### src/rtl/fp_norm_pkg.sv
// Shared defaults and stage payload type for the mantissa normaliser.
package fp_norm_pkg;

    localparam int DEF_WIDTH = 11;
    localparam int DEF_EXP_W = 5;
    localparam int DEF_LZC_W = $clog2(DEF_WIDTH + 1);

    // Stage-1 payload at the default configuration.
    typedef struct packed {
        logic                 valid;
        logic [DEF_WIDTH-1:0] mant;
        logic [DEF_EXP_W-1:0] exp;
        logic [DEF_LZC_W-1:0] lzc;
    } norm_stage_t;

    function automatic int max_int(input int a, input int b);
        return (a > b) ? a : b;
    endfunction

endpackage

### src/rtl/lzc_param.sv
// Combinational leading-zero counter; an all-zero input reports WIDTH.
module lzc_param #(
    parameter int WIDTH = 11
) (
    input  logic [WIDTH-1:0]               mant_i,
    output logic [$clog2(WIDTH+1)-1:0]     lzc_o
);

    localparam int LZC_W = $clog2(WIDTH + 1);

    // Scanning upward lets the highest set bit overwrite any lower one.
    always_comb begin
        lzc_o = LZC_W'(WIDTH);
        for (int i = 0; i < WIDTH; i++) begin
            if (mant_i[i]) begin
                lzc_o = LZC_W'(WIDTH - 1 - i);
            end
        end
    end

endmodule

### src/rtl/norm_lzd_pipe.sv
// Two-stage mantissa normaliser: stage 1 captures operand and leading-zero
// count, stage 2 holds the exponent-clamped shift result driving the outputs.
module norm_lzd_pipe
    import fp_norm_pkg::*;
#(
    parameter int WIDTH = DEF_WIDTH,
    parameter int EXP_W = DEF_EXP_W
) (
    input  logic                       clk,
    input  logic                       rst_n,
    input  logic                       in_valid,
    output logic                       in_ready,
    input  logic [WIDTH-1:0]           mant_in,
    input  logic [EXP_W-1:0]           exp_in,
    output logic                       out_valid,
    input  logic                       out_ready,
    output logic [WIDTH-1:0]           mant_out,
    output logic [EXP_W-1:0]           exp_out,
    output logic [$clog2(WIDTH+1)-1:0] lzc_out,
    output logic                       zero_out,
    output logic                       uf_out
);

    localparam int LZC_W = $clog2(WIDTH + 1);
    localparam int CMP_W = max_int(LZC_W, EXP_W);

    typedef struct packed {
        logic             valid;
        logic [WIDTH-1:0] mant;
        logic [EXP_W-1:0] exp;
        logic [LZC_W-1:0] lzc;
    } stage1_t;

    stage1_t          s1_q;
    stage1_t          s1_d;
    logic [LZC_W-1:0] lzc_in;

    logic             s2_valid_q;
    logic [WIDTH-1:0] s2_mant_q, s2_mant_d;
    logic [EXP_W-1:0] s2_exp_q,  s2_exp_d;
    logic [LZC_W-1:0] s2_lzc_q,  s2_lzc_d;
    logic             s2_zero_q, s2_zero_d;
    logic             s2_uf_q,   s2_uf_d;

    logic             s1_load;
    logic             s2_load;

    logic [CMP_W-1:0] lzc_ext;
    logic [CMP_W-1:0] exp_ext;
    logic [CMP_W-1:0] sa;
    logic             clamp;

    lzc_param #(.WIDTH(WIDTH)) u_lzc (
        .mant_i (mant_in),
        .lzc_o  (lzc_in)
    );

    assign s2_load  = s1_q.valid && (!s2_valid_q || out_ready);
    assign s1_load  = !s1_q.valid || s2_load;
    assign in_ready = s1_load;

    always_comb begin
        s1_d       = s1_q;
        s1_d.valid = in_valid;
        if (in_valid) begin
            s1_d.mant = mant_in;
            s1_d.exp  = exp_in;
            s1_d.lzc  = lzc_in;
        end
    end

    // Shift is clamped by the exponent so a subnormal result never goes negative.
    always_comb begin
        lzc_ext   = CMP_W'(s1_q.lzc);
        exp_ext   = CMP_W'(s1_q.exp);
        clamp     = lzc_ext > exp_ext;
        sa        = clamp ? exp_ext : lzc_ext;
        s2_zero_d = (s1_q.mant == '0);
        s2_lzc_d  = s1_q.lzc;
        s2_mant_d = s1_q.mant << sa;
        s2_exp_d  = EXP_W'(exp_ext - sa);
        s2_uf_d   = clamp;
        if (s2_zero_d) begin
            s2_mant_d = '0;
            s2_exp_d  = '0;
            s2_uf_d   = 1'b0;
        end
    end

    always_ff @(posedge clk or negedge rst_n) begin
        if (!rst_n) begin
            s1_q <= '0;
        end else if (s1_load) begin
            s1_q <= s1_d;
        end
    end

    always_ff @(posedge clk or negedge rst_n) begin
        if (!rst_n) begin
            s2_valid_q <= 1'b0;
            s2_mant_q  <= '0;
            s2_exp_q   <= '0;
            s2_lzc_q   <= '0;
            s2_zero_q  <= 1'b0;
            s2_uf_q    <= 1'b0;
        end else begin
            if (s2_load) begin
                s2_valid_q <= 1'b1;
                s2_mant_q  <= s2_mant_d;
                s2_exp_q   <= s2_exp_d;
                s2_lzc_q   <= s2_lzc_d;
                s2_zero_q  <= s2_zero_d;
                s2_uf_q    <= s2_uf_d;
            end else if (out_ready) begin
                s2_valid_q <= 1'b0;
            end
        end
    end

    assign out_valid = s2_valid_q;
    assign mant_out  = s2_mant_q;
    assign exp_out   = s2_exp_q;
    assign lzc_out   = s2_lzc_q;
    assign zero_out  = s2_zero_q;
    assign uf_out    = s2_uf_q;

endmodule

### config.mk
export PLATFORM = sky130hd
export DESIGN_NAME = norm_lzd_pipe
export DESIGN_NICKNAME = d
export VERILOG_FILES = /design/src/rtl/fp_norm_pkg.sv /design/src/rtl/lzc_param.sv /design/src/rtl/norm_lzd_pipe.sv
export SDC_FILE = /design/constraint.sdc
export NUM_CORES = 1
export LEC_CHECK = 0
export ABC_AREA = 1
export CAP_MARGIN = 30
export CORE_MARGIN = 3
export CORE_UTILIZATION = 37
export CTS_BUF_LIST = sky130_fd_sc_hd__clkbuf_4 sky130_fd_sc_hd__clkbuf_8 sky130_fd_sc_hd__clkbuf_16
export CTS_CLUSTER_SIZE = 20
export DETAILED_ROUTE_END_ITERATION = 7
export GPL_ROUTABILITY_DRIVEN = 0
export PLACE_DENSITY_LB_ADDON = 0.3
export SLEW_MARGIN = 20
export SYNTH_ARGS = -nofsm -noshare
export SYNTH_HDL_FRONTEND = slang
export SYNTH_SLANG_ARGS = --single-unit
export TNS_END_PERCENT = 100
### constraint.sdc
create_clock -name clk -period 5.6 [get_ports clk]
set_input_delay 0.84 -clock clk [delete_from_list [all_inputs] [get_ports clk]]
set_output_delay 0.84 -clock clk [all_outputs]
set_load 0.02 [all_outputs]
==> results of run 1 <==
routing by layer:
layer	up-vias	wire length (µm)	track usage (%)
met4	0	72	5.91
li1	1130	-	-
met2	58	2470	25.4
met1	973	2840	22.2
met3	6	270	3.17
met5	-	0	0
flip-flops by register name (all words and copies together), names as in the netlist:
register and flops:
exp_ext 5, exp_out 5, zero_out 1, s2_lzc_d 4, out_valid 1, s1_q 12, mant_out 11, uf_out 1
lzc_out 4
power breakdown:
| part | leakage (nW) | switching [mW] | total [mW] | internal, mW |
|---|---|---|---|---|
| logic | 0.912 | 0.323 | 0.553 | 0.230 |
| registers | 0.551 | 0.0521 | 0.452 | 0.400 |
| clock network | 0.0645 | 0.110 | 0.267 | 0.157 |
| total | 1.53 | 0.485 | 1.27 | 0.787 |
cell families after synthesis:
| group | after synthesis |
|---|---|
| AO/OA/AOI/OAI | 48 |
| XOR/XNOR | 2 |
| adder cells (fa/ha/maj) | 9 |
| buffers and inverters | 47 |
| flip-flops | 44 |
| AND/OR/NAND/NOR | 174 |
final cells by class:
class | instances | share of cell area (%)
clock buffer | 7 | 3.09
timing repair buffer | 44 | 14.3
sequential | 44 | 35.3
clock inverter | 1 | 0.964
multi-input combinational | 233 | 38.6
tap | 77 | 3.09
inverter | 38 | 4.58
synth_stat cells, types with 3 or more instances:
library cell	number	share of area, %
nand3_1	42	8.4
a21oi_1	4	0.80
buf_6	4	1.8
clkbuf_1	5	0.75
nor2_1	11	1.6
nand2_1	106	16
inv_1	37	5.5
o21ai_4	3	1.9
ha_1	8	4.0
nor2_2	3	0.75
dfrtp_1	44	44
o21ai_0	31	6.2
through the flow:
step	cell area, µm²	power [mW]	hold slack [ns]
2_1_floorplan	2510	0.805	0.453
3_3_place_gp	2970	1.00	0.463
3_5_place_dp	2990	1.01	0.469
4_1_cts	3120	1.28	0.446
5_1_grt	3120	1.37	0.470
6_report	3120	1.27	0.441
critical path, stage by stage, from the launching register on:
cell	delay, ns
dfrtp_1	0.48
inv_1	0.12
ha_1	0.28
nand2_1	0.06
inv_1	0.04
nand3_1	0.08
nand3_2	0.08
nand2_1	0.47
nand2_4	0.08
nand2_2	0.15
ha_1	0.16
inv_1	0.06
fa_1	0.38
nand2_1	0.08
inv_1	0.04
nor2_1	0.08
nor2_1	0.05
nor2_1	0.10
xor2_1	0.15
o21ai_0	0.09
path summary, 6_finish.rpt:
check	startpoint	to	slack, ns
min in group clk	mant_out[9]	mant_out[9]	0.49
max in group asynchronous	rst_n	exp_ext[3]	4.67
min reg2reg	mant_out[9]	mant_out[9]	0.49
min	rst_n	mant_out[4]	0.44
max reg2reg	exp_ext[1]	exp_out[4]	2.43
max	exp_ext[1]	exp_out[4]	2.43
==> impl_metrics.yaml, run 1 <==
die:
  rows: 29
  core_area_um2: 6460
  die_x_um: 88.4
  die_h_um: 88.4
  dieArea_um2: 7810
  ios: 44
  start_util_pct: 38.9
critical_path:
  worstPathRequired_ns: 5.79
  critical_path_arrival_ns: 3.35
  cp-start-kind: "flip-flop"
  worstPathMaxFanout: 11
  worstRegToRegCells: 19
  worst_setup_path_end_kind: "flip-flop"
  critPathKind: "flip-flop to flip-flop"
logic_synthesis:
  synth-adder-area-share_pct: 4.78
  synth_fp_nets: 353
  synth.distinct_cells: 32
  synth-edff-count: 0
  yosysWarnings: 0
  post_synth_mux_area_share_pct: 0
  synth-xor-area-share_pct: 0.698
  synth_compound_area_share_pct: 11.9
  synth_top_family_by_area: "simple AND/OR/NAND/NOR gates"
  ys.flop_type: "dfrtp_1"
  synth_simple_gate_area_share_pct: 30.6
  mappedNetlistArea_um2: 2510
  syn_area_per_cell_um2: 7.75
  netlist_instances: 324
  ys_ff_latch: 44
  synthArstFlopShare_pct: 100
  ys_seq_area_share_pct: 43.8
route:
  detail_route.wl_per_cell_um: 12.7
  antenna_left: 0
  via_per_inst: 4.88
  drt-total-wl_mm: 5.65
  first_iter_violations: 143
  firstDrtPassIters: 5
  drcViolationCount: 0
  vias: 2167
timing:
  worstMarginPinSlew_ns: 0.844
  min_period_ns: 3.17
  final_hold_viol_count: 0
  relSlewSlack_pct: 43.6
  slew_viol_final: 0
  rsz0062_at_grt: "false"
  worst_slack_ns: 2.43
  tns_ns: 0
  final-setup-viol-count: 0
  fin_crit_sh_pct: 56.5
  fin_skew_ns: 0.0107
  timing.fmax_mhz: 316
grt:
  antenna_found_initial: 0
  grt_usage_pct: 16.2
  grt_pass1_wl_mm: 9.96
  grt_pass1_vias: 2160
  grt_overflow: 0
  grt_max_degree: 31
worst_hold_path:
  hp-class: "primary input to asynchronous set/reset pin"
cts:
  path_clk_slew_ns: 0.09
  cts_buffers: 5
  postCtsHoldBufs: 0
  tritoncts: "done"
  htreeDepth: 2
  worstSkewPairLatency_ns: 0.30
  cts_sinks: 44
  post_cts_buffers: 0
  clock_path_buffers: 2
  cts-root-buf: "clkbuf_8"
  cts.repair.resized: 0
placed_design:
  post-place-ws_ns: 2.34
  dp_cells: 436
  dp_hpwl_mm: 4.37
  port_buffers: 43
final_layout:
  fill_cells: 633
  syn_to_final_growth_pct: 24.1
  layout_commonest_cell: "nand2_1"
  fin_util_pct: 48.2
  final_cell_mix: "nand2_1 (106), dfrtp_1 (44), nand3_1 (42), clkdlybuf4s50_1 (42), inv_1 (37)"
  diodes: 0
  register_area_um2: 1100
  final_nets: 395
  multi_input_area_um2: 1200
  fin_cells: 444
  drive_above_1_share_pct: 7.08
run:
  cap_violations: 0
run_status:
  outcome: "complete, no violations"
pwr:
  p_per_area_nw_per_um2: 408
  irDropWorstVdd_mv: 0.122
  static-leakage-power_nw: 1.53
Note: power is estimated with default switching activity, not from simulation.
==> inputs of run 2 (changes only) <==
clock period = 3.3 ns   (was 5.6 ns; I/O delays follow)
==> impl_metrics.yaml, run 2 (same netlist as run 1, synthesis figures left out) <==
die:
  die_x_um: 88.4
  rows: 29
  dieArea_um2: 7810
  start_util_pct: 38.9
  die_h_um: 88.4
  core_area_um2: 6460
  ios: 44
route:
  via_per_inst: 4.84
  detail_route.wl_per_cell_um: 12.5
  firstDrtPassIters: 5
  antenna_left: 0
  first_iter_violations: 157
  drt-total-wl_mm: 5.54
  drcViolationCount: 0
  vias: 2149
run_status:
  outcome: "complete, no violations"
grt:
  grt_pass1_wl_mm: 9.57
  antenna_found_initial: 0
  grt_pass1_vias: 2039
  grt_usage_pct: 15.8
  grt_overflow: 0
  grt_max_degree: 31
timing:
  hold_ws_ns: 0.110
  rsz0062_at_grt: "false"
  fin_skew_ns: 0.00613
  worstMarginPinSlew_ns: 0.560
  timing.fmax_mhz: 334
  min_period_ns: 2.99
  fin_crit_sh_pct: 90.7
  slew_viol_final: 0
  relSlewSlack_pct: 62.6
  final-setup-viol-count: 0
  tns_ns: 0
  final_hold_viol_count: 0
critical_path:
  worstPathMaxFanout: 8
  critPathKind: "flip-flop to flip-flop"
  worstPathRequired_ns: 3.47
  worst_setup_path_end_kind: "flip-flop"
  cp-start-kind: "flip-flop"
  critical_path_arrival_ns: 3.17
placed_design:
  dp_cells: 439
  dp_hpwl_mm: 4.34
  port_buffers: 43
  postPlaceCellArea_um2: 3010
final_layout:
  final_nets: 398
  largest_reg_flops: 12
  fin_cells: 444
  design_area_um2: 3080
  top_register: "s1_q"
  diodes: 0
  fill_cells: 633
  syn_to_final_growth_pct: 22.7
  drive_above_1_share_pct: 7.08
  final_cell_mix: "nand2_1 (106), dfrtp_1 (44), nand3_1 (42), clkdlybuf4s50_1 (42), inv_1 (37)"
  fin_util_pct: 47.7
  layout_commonest_cell: "nand2_1"
cts:
  clock_path_buffers: 2
  post_cts_buffers: 0
  tritoncts: "done"
  postCtsHoldBufs: 0
  worstSkewPairLatency_ns: 0.29
  cts-root-buf: "clkbuf_8"
  cts_sinks: 44
  cts.repair.resized: 0
  htreeDepth: 2
  path_clk_slew_ns: 0.08
  cts_buffers: 5
worst_hold_path:
  hp-class: "primary input to asynchronous set/reset pin"
pwr:
  p_per_area_nw_per_um2: 653
  irDropWorstVdd_mv: 0.181
  static-leakage-power_nw: 1.51
run:
  cap_violations: 0
-- run 2: cell count changes in the layout (fill, tap and decap cells not counted) --
cell,before,now
buf_4,0,3
bufinv_16,1,0
clkbuf_8,7,5
-- run 2: layout make-up --
| class | instances | area (µm²) | area share [%] |
|---|---|---|---|
| multi-input combinational | 233 | 1200 | 39.1 |
| sequential | 44 | 1100 | 35.7 |
| inverter | 38 | 143 | 4.63 |
| timing repair buffer | 47 | 468 | 15.2 |
| clock buffer | 5 | 68.8 | 2.23 |
| tap | 77 | 96.3 | 3.13 |
-- run 2: path summary, 6_finish.rpt --
kind	cells after the start	from	to	slack, ns
max in group asynchronous	2	rst_n	exp_out[4]	2.72
min in group clk	2	mant_out[8]	mant_out[8]	0.48
max reg2reg	19	exp_ext[1]	exp_out[4]	0.31
min	1	rst_n	mant_out[4]	0.11
max	19	exp_ext[1]	exp_out[4]	0.31
min reg2reg	2	mant_out[8]	mant_out[8]	0.48
-- run 2: metal layers --
| layer | track usage (%) | up-vias | wire length, µm |
|---|---|---|---|
| met4 | 4.53 | 0 | 57 |
| met3 | 3.72 | 6 | 322 |
| met2 | 24.7 | 60 | 2430 |
| li1 | - | 1137 | - |
| met1 | 21.8 | 946 | 2730 |
| met5 | 0 | - | 0 |
-- run 2: critical path, cell delays in order (launching register included) --
cell and delay (ns):
dfrtp_1 0.47, inv_1 0.13, ha_1 0.28, nand2_1 0.06, inv_1 0.05, nand3_1 0.09
nand3_2 0.09, nand2_1 0.30, nand2_4 0.07, nand2_2 0.14, ha_1 0.16, inv_1 0.06
fa_1 0.39, nand2_1 0.08, inv_1 0.04, nor2_1 0.08, nor2_1 0.04, nor2_1 0.10
xor2_1 0.14, o21ai_0 0.10
-- run 2: where the power goes --
part | total [mW] | switching [mW] | internal (mW)
sequential | 0.768 | 0.0892 | 0.679
clock | 0.300 | 0.164 | 0.137
combinational | 0.942 | 0.546 | 0.396
total | 2.01 | 0.799 | 1.21
-- run 2: metrics by stage --
step / setup WS, ns / power, mW
2_1_floorplan: 0.633 / 1.37
3_5_place_dp: 0.335 / 1.72
4_1_cts: 0.302 / 2.03
5_1_grt: 0.0771 / 2.17
3_3_place_gp: 0.456 / 1.71
6_report: 0.306 / 2.01
